--- config.mk ---
export PLATFORM = sky130hd
export DESIGN_NAME = sprite_motion_ctrl
export DESIGN_NICKNAME = d
export VERILOG_FILES = /design/src/rtl/sprite_motion_ctrl_pkg.sv /design/src/rtl/sprite_motion_ctrl_btn_sync.sv /design/src/rtl/sprite_motion_ctrl.sv
export SDC_FILE = /design/constraint.sdc
export NUM_CORES = 1
export LEC_CHECK = 0
export ABC_AREA = 1
export CAP_MARGIN = 20
export CELL_PAD_IN_SITES_DETAIL_PLACEMENT = 1
export CELL_PAD_IN_SITES_GLOBAL_PLACEMENT = 1
export CORE_AREA = 3 3 125 139
export DETAILED_ROUTE_END_ITERATION = 8
export DIE_AREA = 0 0 128 142
export PLACE_DENSITY = 0.82
export REMOVE_ABC_BUFFERS = 1
export SETUP_SLACK_MARGIN = 0.2
export SLEW_MARGIN = 30
export SYNTH_ARGS = -nofsm -noshare
export SYNTH_HDL_FRONTEND = slang
export SYNTH_SLANG_ARGS = --single-unit
export TNS_END_PERCENT = 100
--- constraint.sdc ---
create_clock -name clk -period 4.87 [get_ports clk]
set_input_delay 0.487 -clock clk [delete_from_list [all_inputs] [get_ports clk]]
set_output_delay 0.487 -clock clk [all_outputs]
set_load 0.03 [all_outputs]
--- src/rtl/sprite_motion_ctrl_pkg.sv ---
// sprite_motion_ctrl_pkg: shared direction/state encodings and wall-bound helpers
package sprite_motion_ctrl_pkg;
  typedef enum logic [2:0] {DIR_NONE, DIR_U, DIR_D, DIR_L, DIR_R} dir_t;
  typedef enum logic [1:0] {ST_IDLE, ST_HOLD, ST_REPEAT} state_t;
  function automatic int bound_lo(input int wall, input int half);
    return wall + half;
  endfunction
  function automatic int bound_hi(input int screen, input int wall, input int half);
    return screen - 1 - wall - half;
  endfunction
endpackage

--- src/rtl/sprite_motion_ctrl_btn_sync.sv ---
// btn_sync: two-flop synchroniser for asynchronous button inputs
module btn_sync #(
  parameter int W = 4
) (
  input  logic         clk,
  input  logic         reset_n,
  input  logic [W-1:0] d,
  output logic [W-1:0] q
);
  logic [W-1:0] meta;
  always_ff @(posedge clk or negedge reset_n)
    if (!reset_n) {q, meta} <= '0;
    else {q, meta} <= {meta, d};
endmodule

--- src/rtl/sprite_motion_ctrl.sv ---
// sprite_motion_ctrl: button-driven sprite stepping with hold/auto-repeat, wall clamp and pixel hit
module sprite_motion_ctrl
  import sprite_motion_ctrl_pkg::*;
#(
  parameter int SCREEN_W     = 640,
  parameter int SCREEN_H     = 480,
  parameter int POS_W        = 10,
  parameter int HALF         = 10,
  parameter int WALL         = 6,
  parameter int STEP         = 2,
  parameter int TICK_DIV     = 2097152,
  parameter int REPEAT_TICKS = 8,
  parameter int INIT_X       = 100,
  parameter int INIT_Y       = 240
) (
  input  logic             clk,
  input  logic             reset_n,
  input  logic             btn_u,
  input  logic             btn_d,
  input  logic             btn_l,
  input  logic             btn_r,
  input  logic             restart,
  input  logic             freeze,
  input  logic [POS_W-1:0] pix_x,
  input  logic [POS_W-1:0] pix_y,
  output logic [POS_W-1:0] pos_x,
  output logic [POS_W-1:0] pos_y,
  output logic             moving,
  output logic             bump,
  output logic [15:0]      step_count,
  output logic             in_sprite
);
  localparam int W1 = POS_W + 1;
  localparam int TW = $clog2(TICK_DIV);
  localparam int HCW = $clog2(REPEAT_TICKS + 1);
  localparam logic [POS_W:0] LO_X = W1'(bound_lo(WALL, HALF));
  localparam logic [POS_W:0] HI_X = W1'(bound_hi(SCREEN_W, WALL, HALF));
  localparam logic [POS_W:0] LO_Y = W1'(bound_lo(WALL, HALF));
  localparam logic [POS_W:0] HI_Y = W1'(bound_hi(SCREEN_H, WALL, HALF));
  localparam logic [POS_W:0] PS = W1'(STEP);
  localparam logic signed [POS_W:0] HS = W1'(HALF);
  localparam logic [TW-1:0] TMAX = TW'(TICK_DIV - 1);
  localparam logic [HCW-1:0] RELOAD = HCW'(REPEAT_TICKS);
  logic [3:0] btn_s;
  dir_t dir, cur_dir, cur_dir_n;
  state_t state, state_n;
  logic [TW-1:0] tick_cnt;
  logic [HCW-1:0] hold_cnt, hold_n;
  logic tick, step, at_bound, vert, hit;
  logic [POS_W-1:0] nxt_x, nxt_y;
  logic signed [POS_W:0] dx, dy;
  // Extended-width compare keeps pos+STEP from wrapping before the clamp
  function automatic logic [POS_W-1:0] clamp_step(input logic [POS_W-1:0] p, input logic up,
                                                  input logic [POS_W:0] lo, input logic [POS_W:0] hi);
    return up ? (({1'b0, p} + PS > hi) ? hi[POS_W-1:0] : p + PS[POS_W-1:0])
              : (({1'b0, p} < lo + PS) ? lo[POS_W-1:0] : p - PS[POS_W-1:0]);
  endfunction
  btn_sync #(.W(4)) u_sync (
    .clk    (clk),
    .reset_n(reset_n),
    .d      ({btn_u, btn_d, btn_l, btn_r}),
    .q      (btn_s)
  );
  assign tick = tick_cnt == TMAX;
  assign moving = state != ST_IDLE;
  always_comb begin
    dir = btn_s == 4'b1000 ? DIR_U : btn_s == 4'b0100 ? DIR_D :
          btn_s == 4'b0010 ? DIR_L : btn_s == 4'b0001 ? DIR_R : DIR_NONE;
    vert = dir == DIR_U || dir == DIR_D;
    nxt_x = vert ? pos_x : clamp_step(pos_x, dir == DIR_R, LO_X, HI_X);
    nxt_y = vert ? clamp_step(pos_y, dir == DIR_D, LO_Y, HI_Y) : pos_y;
    at_bound = nxt_x == pos_x && nxt_y == pos_y;
    dx = $signed({1'b0, pix_x}) - $signed({1'b0, pos_x});
    dy = $signed({1'b0, pix_y}) - $signed({1'b0, pos_y});
    hit = dx >= -HS && dx <= HS && dy >= -HS && dy <= HS;
  end
  always_comb begin
    state_n = state;
    hold_n = hold_cnt;
    cur_dir_n = cur_dir;
    step = 1'b0;
    if (dir == DIR_NONE) state_n = ST_IDLE;
    else if (state == ST_IDLE || dir != cur_dir) begin
      step = 1'b1;
      hold_n = RELOAD;
      cur_dir_n = dir;
      state_n = ST_HOLD;
    end else if (state == ST_HOLD) begin
      hold_n = tick ? hold_cnt - 1'b1 : hold_cnt;
      state_n = tick && hold_cnt == HCW'(1) ? ST_REPEAT : ST_HOLD;
    end else step = tick;
  end
  always_ff @(posedge clk or negedge reset_n)
    if (!reset_n) begin
      tick_cnt <= '0;
      state <= ST_IDLE;
      hold_cnt <= '0;
      cur_dir <= DIR_NONE;
      pos_x <= POS_W'(INIT_X);
      pos_y <= POS_W'(INIT_Y);
      bump <= 1'b0;
      step_count <= '0;
      in_sprite <= 1'b0;
    end else begin
      tick_cnt <= tick ? '0 : tick_cnt + 1'b1;
      state <= restart ? ST_IDLE : state_n;
      hold_cnt <= restart ? '0 : hold_n;
      cur_dir <= restart ? DIR_NONE : cur_dir_n;
      bump <= step && at_bound && !freeze && !restart;
      in_sprite <= hit;
      if (restart) begin
        pos_x <= POS_W'(INIT_X);
        pos_y <= POS_W'(INIT_Y);
      end else if (step && !freeze && !at_bound) begin
        pos_x <= nxt_x;
        pos_y <= nxt_y;
        step_count <= step_count + 1'b1;
      end
    end
endmodule

==> summary.md, run 1 <==
| Metric | Value |
|---|---|
| Status | `complete, no violations` |
| Peak supply drop | `between 0.2 and 0.25 mV` |
| R2r setup slk | `~1500 ps` |
| Die height | `about 140 um` |
| Max cap viols | `0` |
| ANT cells | `0` |
| Fin crit share | `0.701` |
| Commonest non-fill, non-tap cell in the layout | `nand2_1` |
| First-pass GRT wire length | `about 32,000 um` |
| Die Width | `128 um` |
| Switch Pwr | `~0.73 mW` |
| Post-route ant nets | `0` |
| Setup TNS | `0 ps` |
| Area of the multi-input gates | `between 0.003 and 0.004 mm^2` |
| Vias in the first global route | `roughly 6,600` |
| Most frequent cells in the layout | `nand2_1 (226), nand3_1 (125), inv_1 (105)` |
| Number of detailed-route iterations in the first pass | `4` |
| Sink Count | `76` |
| IO Count | `67` |
| Placement Cell Area | `just over 0.007 mm^2` |
| PwrDens | `around 280 mW/mm^2` |
| Post-CTS sizing | `0` |
| Syn Area/Cell | `a little under 7 um^2` |
| Post-CTS Setup Bufs | `0` |
| Worst-Margin Slew | `about 860 ps` |
| Switching Fraction | `0.356` |
| H-tree levels | `3` |
| CTS tree | `yes` |
| # rows | `49` |
| Endpoints failing setup | `0` |
| Clock network power share | `0.328` |
| Leak | `about 3.7 nW` |
| Routed Wire Length | `roughly 19,000 um` |
| Yosys cell types | `47` |
| Worst-path maximum fanout | `27` |
| EDFF count, synth | `0` |
| Drt wl/cell | `15.9 um` |
| Seq/Total Area, Yosys | `0.302` |
| # fillers | `roughly 2,100` |
| Area leader, netlist | `dfrtp_1` |
| Power share of the combinational group | `0.316` |
| Hpwl dp | `approximately 14,000 um` |
| Die area | `~0.018 mm^2` |
| Hold buffer count at CTS | `0` |
| # DRC | `0` |
| Number of buffers created by CTS | `9` |
| Yosys reg bits | `76` |
| Worst-path clk slew | `60 ps` |
| Internal Power | `1.32 mW` |
| Longest Clk Path Bufs | `2` |
| Yosys top cell area share | `0.273` |
| Initial core utilization | `0.391` |
| Tightest Hold Check Type | `in2async` |
| Via count | `approximately 6,300` |
| Yosys warnings | `0` |
| Flop pwr share | `0.356` |
| Relative slew slack | `0.425` |
| Core area | `~0.016 mm^2` |
| Initial antenna violation count | `0` |
| Layout overhead on the synthesized area | `16.6%` |
| Later-pin clock latency in the skew report | `roughly 340 ps` |
| WP data arrival | `3680 ps` |
| CTS Root Cell | `clkbuf_16` |
| Final core occ | `0.456` |
| Top post-synthesis cells by area | `dfrtp_1 (27%), nand2_1 (13%), nand3_1 (9.9%)` |
| Synth Cell Area | `between 0.006 and 0.007 mm^2` |
| Async set or reset register ratio after synthesis | `1.00` |
| Largest net degree at the start of global routing | `77` |
| Cells after synthesis | `between 900 and 1,000` |
| Final-report hold violation count | `0` |
| DR iter-0 viols | `270` |
| Sequential cell area | `around 0.0019 mm^2` |
| Max Fclk | `slightly below 300 MHz` |
| Worst Setup End Kind | `flip-flop` |
| Final WS setup | `around 1500 ps` |
| Unrepaired setup endpoints after global routing | `false` |
| Total GRT Usage | `0.214` |
| Vias per cell | `between 5 and 6` |
| Tot Pwr | `between 2 and 2.5 mW` |
| Design area | `around 0.0074 mm^2` |
| Share of cells above drive strength 1 | `0.0570` |
| Critical path class | `reg2reg` |
| Minimum clock period after layout | `roughly 3400 ps` |
| Post-synth top flop | `dfrtp_1` |
| Setup crit start kind | `flip-flop` |
| Final Skew | `approximately 10 ps` |
| RePlAce Congestion | `approximately 0.9` |
| Max Slew Vio Count | `0` |
| Final nets | `between 1,000 and 1,500` |
| Number of port buffers | `66` |
| GRT overflow | `0` |
| Worst slack at placement | `between 1000 and 1500 ps` |
| Worst Path Required | `around 5100 ps` |
cells in the mapped netlist (all sizes together), types with 2 or more instances:
| library cell | number |
|---|---|
| nand2 | 236 |
| buf | 21 |
| clkbuf | 3 |
| a31oi | 3 |
| nor3b | 2 |
| a21oi | 45 |
| fa | 2 |
| xor2 | 43 |
| dfstp | 7 |
| o21ai | 34 |
| o21bai | 4 |
| dfrtp | 69 |
| and3 | 2 |
| clkinv | 2 |
| nor4 | 5 |
| nand3b | 5 |
| nand3 | 128 |
| ha | 30 |
| nand4 | 26 |
| inv | 114 |
| a211oi | 2 |
| nor3 | 25 |
| xnor2 | 12 |
| nor2 | 91 |
| o211ai | 5 |
sequential cells by signal, summed over array words and instances (netlist names):
| name | cells |
|---|---|
| pos_y | 10 |
| tick_cnt | 21 |
| u_sync.q | 4 |
| in_sprite | 1 |
| state | 2 |
| hold_cnt | 4 |
| cur_dir | 3 |
| pos_x | 10 |
| bump | 1 |
| step_count | 16 |
| u_sync.meta | 4 |
area by class of cell:
cell class / instances / share of cell area
Tap cell: 204 / 0.0346
Inverter: 116 / 0.0589
Clock buffer: 12 / 0.0334
Timing Repair Buffer: 66 / 0.0896
Multi-Input combinational cell: 709 / 0.518
Clock inverter: 3 / 0.00644
Sequential cell: 76 / 0.259
per-stage QoR:
stage / hold WS, ps / cells
floorplan: 191 / 901
global placement: 334 / 1171
detailed placement: 336 / 1171
CTS: 335 / 1186
global route: 200 / 1186
finish: 146 / 1186
layer usage:
layer | vias to the layer above | track usage | part of all wire
met2 | 90 | 0.386 | 0.51
li1 | 3140 | - | -
met5 | - | 0 | 0
met1 | 3042 | 0.268 | 0.45
met3 | 11 | 0.0379 | 0.030
met4 | 0 | 0.0408 | 0.0073
worst paths after layout:
check                               startpoint            end  depth (start not counted)
worst min register to register  u_sync.meta[0]    u_sync.q[0]                          0
worst max register to register     u_sync.q[1]       pos_y[7]                         16
max in group asynchronous              reset_n  step_count[5]                          1
worst min-delay path                   reset_n      in_sprite                          1
worst max-delay path               u_sync.q[1]       pos_y[7]                         16
min in group clk                u_sync.meta[0]    u_sync.q[0]                          0
worst max-delay path, stage by stage (launching register included):
cell and delay [ps]:
dfrtp_1 420, nor2_2 150, nand3_2 210, nand2_2 440
inv_1 350, a21oi_1 330, nand2_1 90, nand2_1 100
nand3_1 90, nor2_1 90, nand3_1 90, nor2_2 140
nand2_4 230, nand2_4 290, nand2_2 150, nand2_1 110
nand2_1 50
power groups by stage:
stage	registers (mW)	clock network (mW)	logic (mW)
finish	0.730	0.674	0.649
global route	0.736	0.719	0.736
CTS	0.730	0.690	0.651
detailed placement	0.740	0	0.646
global placement	0.739	0	0.633
floorplan	0.768	0	0.406
cells by family after synthesis:
kind of cell | count (synthesis) | share of synthesized area
AO/OA/AOI/OAI | 98 | 0.0847
AND/OR/NAND/NOR | 524 | 0.378
adder cells (fa/ha/maj) | 32 | 0.0656
flip-flops | 76 | 0.302
XOR/XNOR | 55 | 0.0760
buffers and inverters | 140 | 0.0940
Note: power is estimated with default switching activity, not from simulation.
==> run 2: changes to the inputs <==
--- a/config.mk
+++ b/config.mk
@@ -9,9 +9,9 @@
 export CAP_MARGIN = 20
 export CELL_PAD_IN_SITES_DETAIL_PLACEMENT = 1
 export CELL_PAD_IN_SITES_GLOBAL_PLACEMENT = 1
-export CORE_AREA = 3 3 125 139
+export CORE_AREA = 3 3 128 142
 export DETAILED_ROUTE_END_ITERATION = 8
-export DIE_AREA = 0 0 128 142
+export DIE_AREA = 0 0 131 145
 export PLACE_DENSITY = 0.82
 export REMOVE_ABC_BUFFERS = 1
 export SETUP_SLACK_MARGIN = 0.2
==> constraint.sdc (replaced) <==
create_clock -name clk -period 2.79 [get_ports clk]
set_input_delay 0.279 -clock clk [delete_from_list [all_inputs] [get_ports clk]]
set_output_delay 0.279 -clock clk [all_outputs]
set_load 0.03 [all_outputs]
==> run 2 against run 1 <==
  * The flow now finishes with violations (negative setup slack)
  * Count of clock-buffer cells in the layout fell by 3
  * Maximum frequency rose by 14%
  * Final cell count rose by 11%
  * Largest power group is now combinational cells
==> summary.md, run 2 (same netlist as run 1, synthesis figures left out) <==
| Metric | Value |
|---|---|
| Max reg flops | `21 (unchanged)` |
| Worst Path Required | `3080 ps (was 5130 ps)` |
| Die Width | `131 um (was 128 um)` |
| Final core occ | `0.541 (was 0.456)` |
| Worst-path clk slew | `70 ps (was 60 ps)` |
| Hold endpoint | `u_sync.q[2]` |
| Reg2Reg Depth | `17 (was 16)` |
| Number of detailed-route iterations in the first pass | `5 (was 4)` |
| Core area | `0.0170 mm^2 (was 0.0162 mm^2)` |
| Post-route ant nets | `0 (unchanged)` |
| Most frequent cells in the layout | `nand2_1 (172), inv_1 (92), buf_4 (85) (was nand2_1 (226), nand3_1 (125), inv_1 (105))` |
| Hpwl dp | `15,500 um (was 14,500 um)` |
| Routed Wire Length | `26,200 um (was 18,800 um)` |
| Worst hold start | `u_sync.meta[2]` |
| Area of the multi-input gates | `0.00468 mm^2 (was 0.00383 mm^2)` |
| Layout overhead on the synthesized area | `44.6% (was 16.6%)` |
| R2r setup slk | `-200 ps (was 1460 ps)` |
| Final Skew | `14.9 ps (was 10.4 ps)` |
| Largest net degree at the start of global routing | `77 (unchanged)` |
| Relative slew slack | `0.518 (was 0.425)` |
| H-tree levels | `3 (unchanged)` |
| Unrepaired setup endpoints after global routing | `true (was false)` |
| Final WS setup | `-205 ps (was 1460 ps)` |
| Max cap viols | `0 (unchanged)` |
| Later-pin clock latency in the skew report | `360 ps (was 340 ps)` |
| First-pass GRT wire length | `35,800 um (was 31,800 um)` |
| Largest register by flop count | `tick_cnt (unchanged)` |
| # fillers | `2,073 (was 2,137)` |
| Hold Path Depth | `0` |
| Fin crit share | `1.07 (was 0.701)` |
| Final-report hold violation count | `0 (unchanged)` |
| IO Count | `67 (unchanged)` |
| Final nets | `1,138 (was 1,038)` |
| WP data arrival | `3280 ps (was 3680 ps)` |
| Leak | `4.37 nW (was 3.67 nW)` |
| Worst-path maximum fanout | `7 (was 27)` |
| Max Fclk | `334 MHz (was 293 MHz)` |
| Vias per cell | `5.62 (was 5.30)` |
| CTS tree | `yes (unchanged)` |
| GRT overflow | `0 (unchanged)` |
| # DRC | `0 (unchanged)` |
| Critical path class | `reg2reg (unchanged)` |
| Setup crit start kind | `flip-flop (unchanged)` |
| Regs by FF count | `tick_cnt: 21 flops, step_count: 16 flops (unchanged)` |
| Total GRT Usage | `0.231 (was 0.214)` |
| Sink Count | `76 (unchanged)` |
| Initial antenna violation count | `0 (unchanged)` |
| Die height | `145 um (was 142 um)` |
| Vias in the first global route | `7,255 (was 6,638)` |
| # rows | `50 (was 49)` |
| Via count | `7,403 (was 6,283)` |
| Minimum clock period after layout | `2990 ps (was 3410 ps)` |
| CTS Root Cell | `clkbuf_16 (unchanged)` |
| Endpoints failing setup | `38 (was 0)` |
| Peak supply drop | `0.435 mV (was 0.240 mV)` |
| Tightest Hold Check Type | `reg2reg (was in2async)` |
| RePlAce Congestion | `0.858 (was 0.927)` |
| Die area | `0.0190 mm^2 (was 0.0182 mm^2)` |
| Failing checks | `negative setup slack` |
| Initial core utilization | `0.374 (was 0.391)` |
| Number of port buffers | `66 (unchanged)` |
| Commonest non-fill, non-tap cell in the layout | `nand2_1 (unchanged)` |
| PwrDens | `467 mW/mm^2 (was 278 mW/mm^2)` |
| Sequential cell area | `0.00192 mm^2 (was 0.00191 mm^2)` |
| WHS | `351 ps (was 146 ps)` |
| Longest Clk Path Bufs | `2 (unchanged)` |
| Reg-to-reg critical path startpoint | `pos_x[5] (was u_sync.q[1])` |
| Worst Setup End Kind | `flip-flop (unchanged)` |
| Number of buffers created by CTS | `9 (unchanged)` |
| Worst-Margin Slew | `723 ps (was 857 ps)` |
| Share of cells above drive strength 1 | `0.307 (was 0.0570)` |
| Drt wl/cell | `19.9 um (was 15.9 um)` |
| Critical R2R Capture | `pos_y[0] (was pos_y[7])` |
| Max Slew Vio Count | `0 (unchanged)` |
| Status | `finished, violations left (was complete, no violations)` |
| DR iter-0 viols | `521 (was 270)` |
| ANT cells | `0 (unchanged)` |
-- run 2: metrics by stage --
step           TNS (ps)  area [um^2]  instances  setup WS [ps]  power, mW
6_report          -6310         9170       1317           -205       4.28
5_1_grt          -10050         9170       1317           -306       4.46
4_1_cts               0         8420       1295           90.2       3.94
3_5_place_dp       -581         7590       1261           -200       2.52
3_3_place_gp       -161         7590       1261           -161       2.48
2_1_floorplan     -1560         6180        901          -97.7       2.05
-- run 2: cell type report --
cell class,instances,share of cell area
inverter,116,0.0483
timing repair buffer,166,0.167
sequential,76,0.209
clock buffer,9,0.0246
clock inverter,7,0.00874
multi-input combinational,709,0.510
tap,234,0.0319
-- run 2: critical path, cell delays in order, from the launching register on --
cell	delay (ps)
dfstp_2	630
clkinvlp_4	210
nand4_1	230
nand2b_4	200
buf_4	120
nand3_1	80
a21oi_2	200
nand2_2	100
nand2_2	110
nand3_2	100
nor2_4	140
nand3_4	90
nor2_4	140
nand2_4	140
nand2_8	120
buf_8	140
nand3_2	60
nand2_1	120
-- run 2: worst max path at each step --
stage	startpoint	endpoint	slack (ps)	depth (start not counted)
2_1_floorplan	pos_y[1]	pos_y[5]	-100	18
3_3_place_gp	pix_y[0]	in_sprite	-160	17
3_5_place_dp	pix_y[0]	in_sprite	-200	17
4_1_cts	pos_x[3]	in_sprite	90	16
5_1_grt	pos_x[2]	pos_y[0]	-310	21
6_report	pos_x[5]	pos_y[0]	-200	17
-- run 2: power by group --
part	internal (mW)	total, mW	leakage [nW]	switching, mW
Clock	0.708	1.26	0.149	0.555
Combinational	0.712	1.76	3.23	1.04
Sequential	1.17	1.26	0.987	0.0893
Total	2.59	4.28	4.37	1.69
-- run 2: timing repair --
item,CTS,global route
endpoints found under the setup margin,38,52
cloned,0,4
gates resized for setup,90,139
hold buffers,1,0
pin swaps,23,51
buffers inserted,17,18
hold endpoints to repair,4,0
-- run 2: layer usage --
metal  vias up  GRT usage  part of all wire
met4         0     0.0751             0.039
met1      3642      0.295              0.40
li1       3352          -                 -
met2       314      0.396              0.51
met3        95     0.0324             0.049
met5         -          0                 0
==> run 3: changes to the inputs <==
--- a/config.mk
+++ b/config.mk
@@ -9,12 +9,13 @@
 export CAP_MARGIN = 20
 export CELL_PAD_IN_SITES_DETAIL_PLACEMENT = 1
 export CELL_PAD_IN_SITES_GLOBAL_PLACEMENT = 1
-export CORE_AREA = 3 3 128 142
+export CORE_AREA = 2 2 127 141
 export DETAILED_ROUTE_END_ITERATION = 8
-export DIE_AREA = 0 0 131 145
+export DIE_AREA = 0 0 129 143
 export PLACE_DENSITY = 0.82
 export REMOVE_ABC_BUFFERS = 1
 export SETUP_SLACK_MARGIN = 0.2
+export SKIP_LAST_GASP = 1
 export SLEW_MARGIN = 30
 export SYNTH_ARGS = -nofsm -noshare
 export SYNTH_HDL_FRONTEND = slang
==> run 3 against run 2 <==
  * The run still ends with negative setup slack left
  * Clock skew decreased by 0.87 ps
  * Final cell count increased by 0.76%
  * Maximum frequency decreased by 3.7%
  * Critical path depth increased by 1
  * Core utilization increased by 0.39 points
  * Worst hold slack improved by 1.9 ps
  * Design area increased by 0.72%
  * Clock power about the same
  * Die area decreased by 2.9%
  * Sequential cell count unchanged
  * Setup slack got worse by 120 ps
  * Critical path type unchanged
  * Critical endpoint is now pos_x[2]
==> summary.md, run 3 (same netlist as run 1, synthesis figures left out) <==
| Metric | Value |
|---|---|
| R2r setup slk | `-320 ps (was -200 ps)` |
| Die height | `143 um (was 145 um)` |
| Die area | `0.0184 mm^2 (was 0.0190 mm^2)` |
| Worst-Margin Slew | `717 ps (was 723 ps)` |
| Worst-path clk slew | `70 ps (about the same)` |
| Max Slew Vio Count | `0 (unchanged)` |
| Worst hold start | `u_sync.meta[0] (was u_sync.meta[2])` |
| Total GRT Usage | `0.238 (was 0.231)` |
| Hold Path Depth | `0 (unchanged)` |
| Longest Clk Path Bufs | `2 (unchanged)` |
| DR iter-0 viols | `454 (was 521)` |
| Placement Cell Area | `0.00764 mm^2 (was 0.00759 mm^2)` |
| Relative slew slack | `0.522 (was 0.518)` |
| CTS tree | `yes (unchanged)` |
| Status | `finished, violations left (unchanged)` |
| Final Skew | `14.1 ps (was 14.9 ps)` |
| GRT overflow | `0 (unchanged)` |
| WHS | `353 ps (was 351 ps)` |
| Fin crit share | `1.12 (was 1.07)` |
| Hold endpoint | `u_sync.q[0] (was u_sync.q[2])` |
| Post-route ant nets | `0 (unchanged)` |
| Dpl cells | `1,265 (was 1,261)` |
| First-pass GRT wire length | `35,100 um (was 35,800 um)` |
| Reg2Reg Depth | `18 (was 17)` |
| Initial core utilization | `0.374 (unchanged)` |
| H-tree levels | `3 (unchanged)` |
| Minimum clock period after layout | `3110 ps (was 2990 ps)` |
| Share of cells above drive strength 1 | `0.300 (was 0.307)` |
| Final core occ | `0.545 (was 0.541)` |
| Number of buffers created by CTS | `9 (unchanged)` |
| Worst Setup End Kind | `flip-flop (unchanged)` |
| CP startpoint | `pos_y[5] (was pos_x[5])` |
| Max reg flops | `21 (unchanged)` |
| Core area | `0.0170 mm^2 (unchanged)` |
| Routed Wire Length | `26,100 um (was 26,200 um)` |
| Reg-to-reg critical path startpoint | `pos_y[5] (was pos_x[5])` |
| Design area | `0.00923 mm^2 (was 0.00917 mm^2)` |
| WP data arrival | `3370 ps (was 3280 ps)` |
| IO Count | `67 (unchanged)` |
| Regs by FF count | `tick_cnt: 21 flops, step_count: 16 flops (unchanged)` |
| Failing checks | `negative setup slack (unchanged)` |
| Hpwl dp | `15,800 um (was 15,500 um)` |
| Drt wl/cell | `19.7 um (was 19.9 um)` |
| ANT cells | `0 (unchanged)` |
| Critical R2R Capture | `pos_x[2] (was pos_y[0])` |
| Die Width | `129 um (was 131 um)` |
| PwrDens | `465 mW/mm^2 (was 467 mW/mm^2)` |
| Worst Path Required | `3050 ps (was 3080 ps)` |
| Number of port buffers | `66 (unchanged)` |
| Leak | `4.37 nW (about the same)` |
| Via count | `7,333 (was 7,403)` |
| Max Fclk | `321 MHz (was 334 MHz)` |
| Most frequent cells in the layout | `nand2_1 (192), buf_4 (96), inv_1 (95) (was nand2_1 (172), inv_1 (92), buf_4 (85))` |
| Final-report hold violation count | `0 (unchanged)` |
| Max cap viols | `0 (unchanged)` |
| Endpoints failing setup | `36 (was 38)` |
| Peak supply drop | `0.329 mV (was 0.435 mV)` |
| # rows | `50 (unchanged)` |
| Commonest non-fill, non-tap cell in the layout | `nand2_1 (unchanged)` |
| Vias in the first global route | `7,122 (was 7,255)` |
| Worst-path maximum fanout | `7 (unchanged)` |
| Worst slack at placement | `-173 ps (was -200 ps)` |
| Setup crit start kind | `flip-flop (unchanged)` |
| Largest net degree at the start of global routing | `77 (unchanged)` |
| Initial antenna violation count | `0 (unchanged)` |
| Critical path class | `reg2reg (unchanged)` |
| Unrepaired setup endpoints after global routing | `true (unchanged)` |
| Later-pin clock latency in the skew report | `360 ps (about the same)` |
| Final WS setup | `-321 ps (was -205 ps)` |
| # DRC | `0 (unchanged)` |
| Number of detailed-route iterations in the first pass | `5 (unchanged)` |
| CTS Root Cell | `clkbuf_16 (unchanged)` |
| Vias per cell | `5.53 (was 5.62)` |
| Tightest Hold Check Type | `reg2reg (unchanged)` |
| Largest register by flop count | `tick_cnt (unchanged)` |
| RePlAce Congestion | `0.903 (was 0.858)` |
| Final nets | `1,148 (was 1,138)` |
| Layout overhead on the synthesized area | `45.7% (was 44.6%)` |
| Layout Cells excl Fill | `1,327 (was 1,317)` |
| Sink Count | `76 (unchanged)` |
run 3: per-layer routing:
layer  vias up  share of wire  wire length (um)  GRT usage
met5         -              0                 0          0
met4         0          0.042              1110     0.0852
met3        93          0.049              1290     0.0367
met2       256           0.51             13300      0.426
met1      3624           0.40             10400      0.290
li1       3360              -                 -          -
run 3: repair_timing:
item | in CTS | in global routing
hold endpoints to repair | 15 | 0
gates resized for setup | 56 | 170
setup endpoints to repair | 42 | 51
hold buffers | 1 | 0
setup buffers | 15 | 28
gates cloned | 0 | 2
pin swaps | 8 | 69
run 3: power breakdown:
group          switching [mW]  internal (mW)  total, mW  leakage, nW
sequential             0.0821           1.17       1.25        0.989
combinational            1.06          0.726       1.79         3.23
clock                   0.508          0.744       1.25        0.152
total                    1.65           2.64       4.29         4.37
run 3: worst max-delay path, stage by stage, from the launching register on:
cell	delay (ps)
dfstp_2	640
nand3_4	130
nor2_4	110
nand3_2	80
nand2_2	100
nand2_2	70
nor2_4	250
buf_4	170
nand3_2	120
nand3_2	130
nand3_1	90
nor2_1	200
nand3_2	160
nor2_4	140
nand2_4	120
nand2_8	130
nand2_4	110
nand2_1	140
nand2_1	110
run 3: cell type report:
class	count	area (um^2)
timing repair buffer	176	1580
inverter	116	450
fill	2037	7720
clock inverter	5	60.1
clock buffer	11	253
sequential	76	1920
multi-input combinational	709	4680
tap	234	293
run 3: worst max-delay path by stage:
stage / endpoint / cells past startpoint / slack [ps]
after floorplan: pos_y[5] / 18 / -100
after global placement: in_sprite / 17 / -150
after detailed placement: in_sprite / 17 / -170
after CTS: in_sprite / 17 / 70
after global routing: pos_x[2] / 18 / -410
final: pos_x[2] / 18 / -320
run 3: stage by stage:
stage	power, mW	setup TNS, ps
5_1_grt	4.48	-11190
4_1_cts	3.92	0
2_1_floorplan	2.05	-1560
6_report	4.29	-8120
3_5_place_dp	2.55	-173
3_3_place_gp	2.51	-146
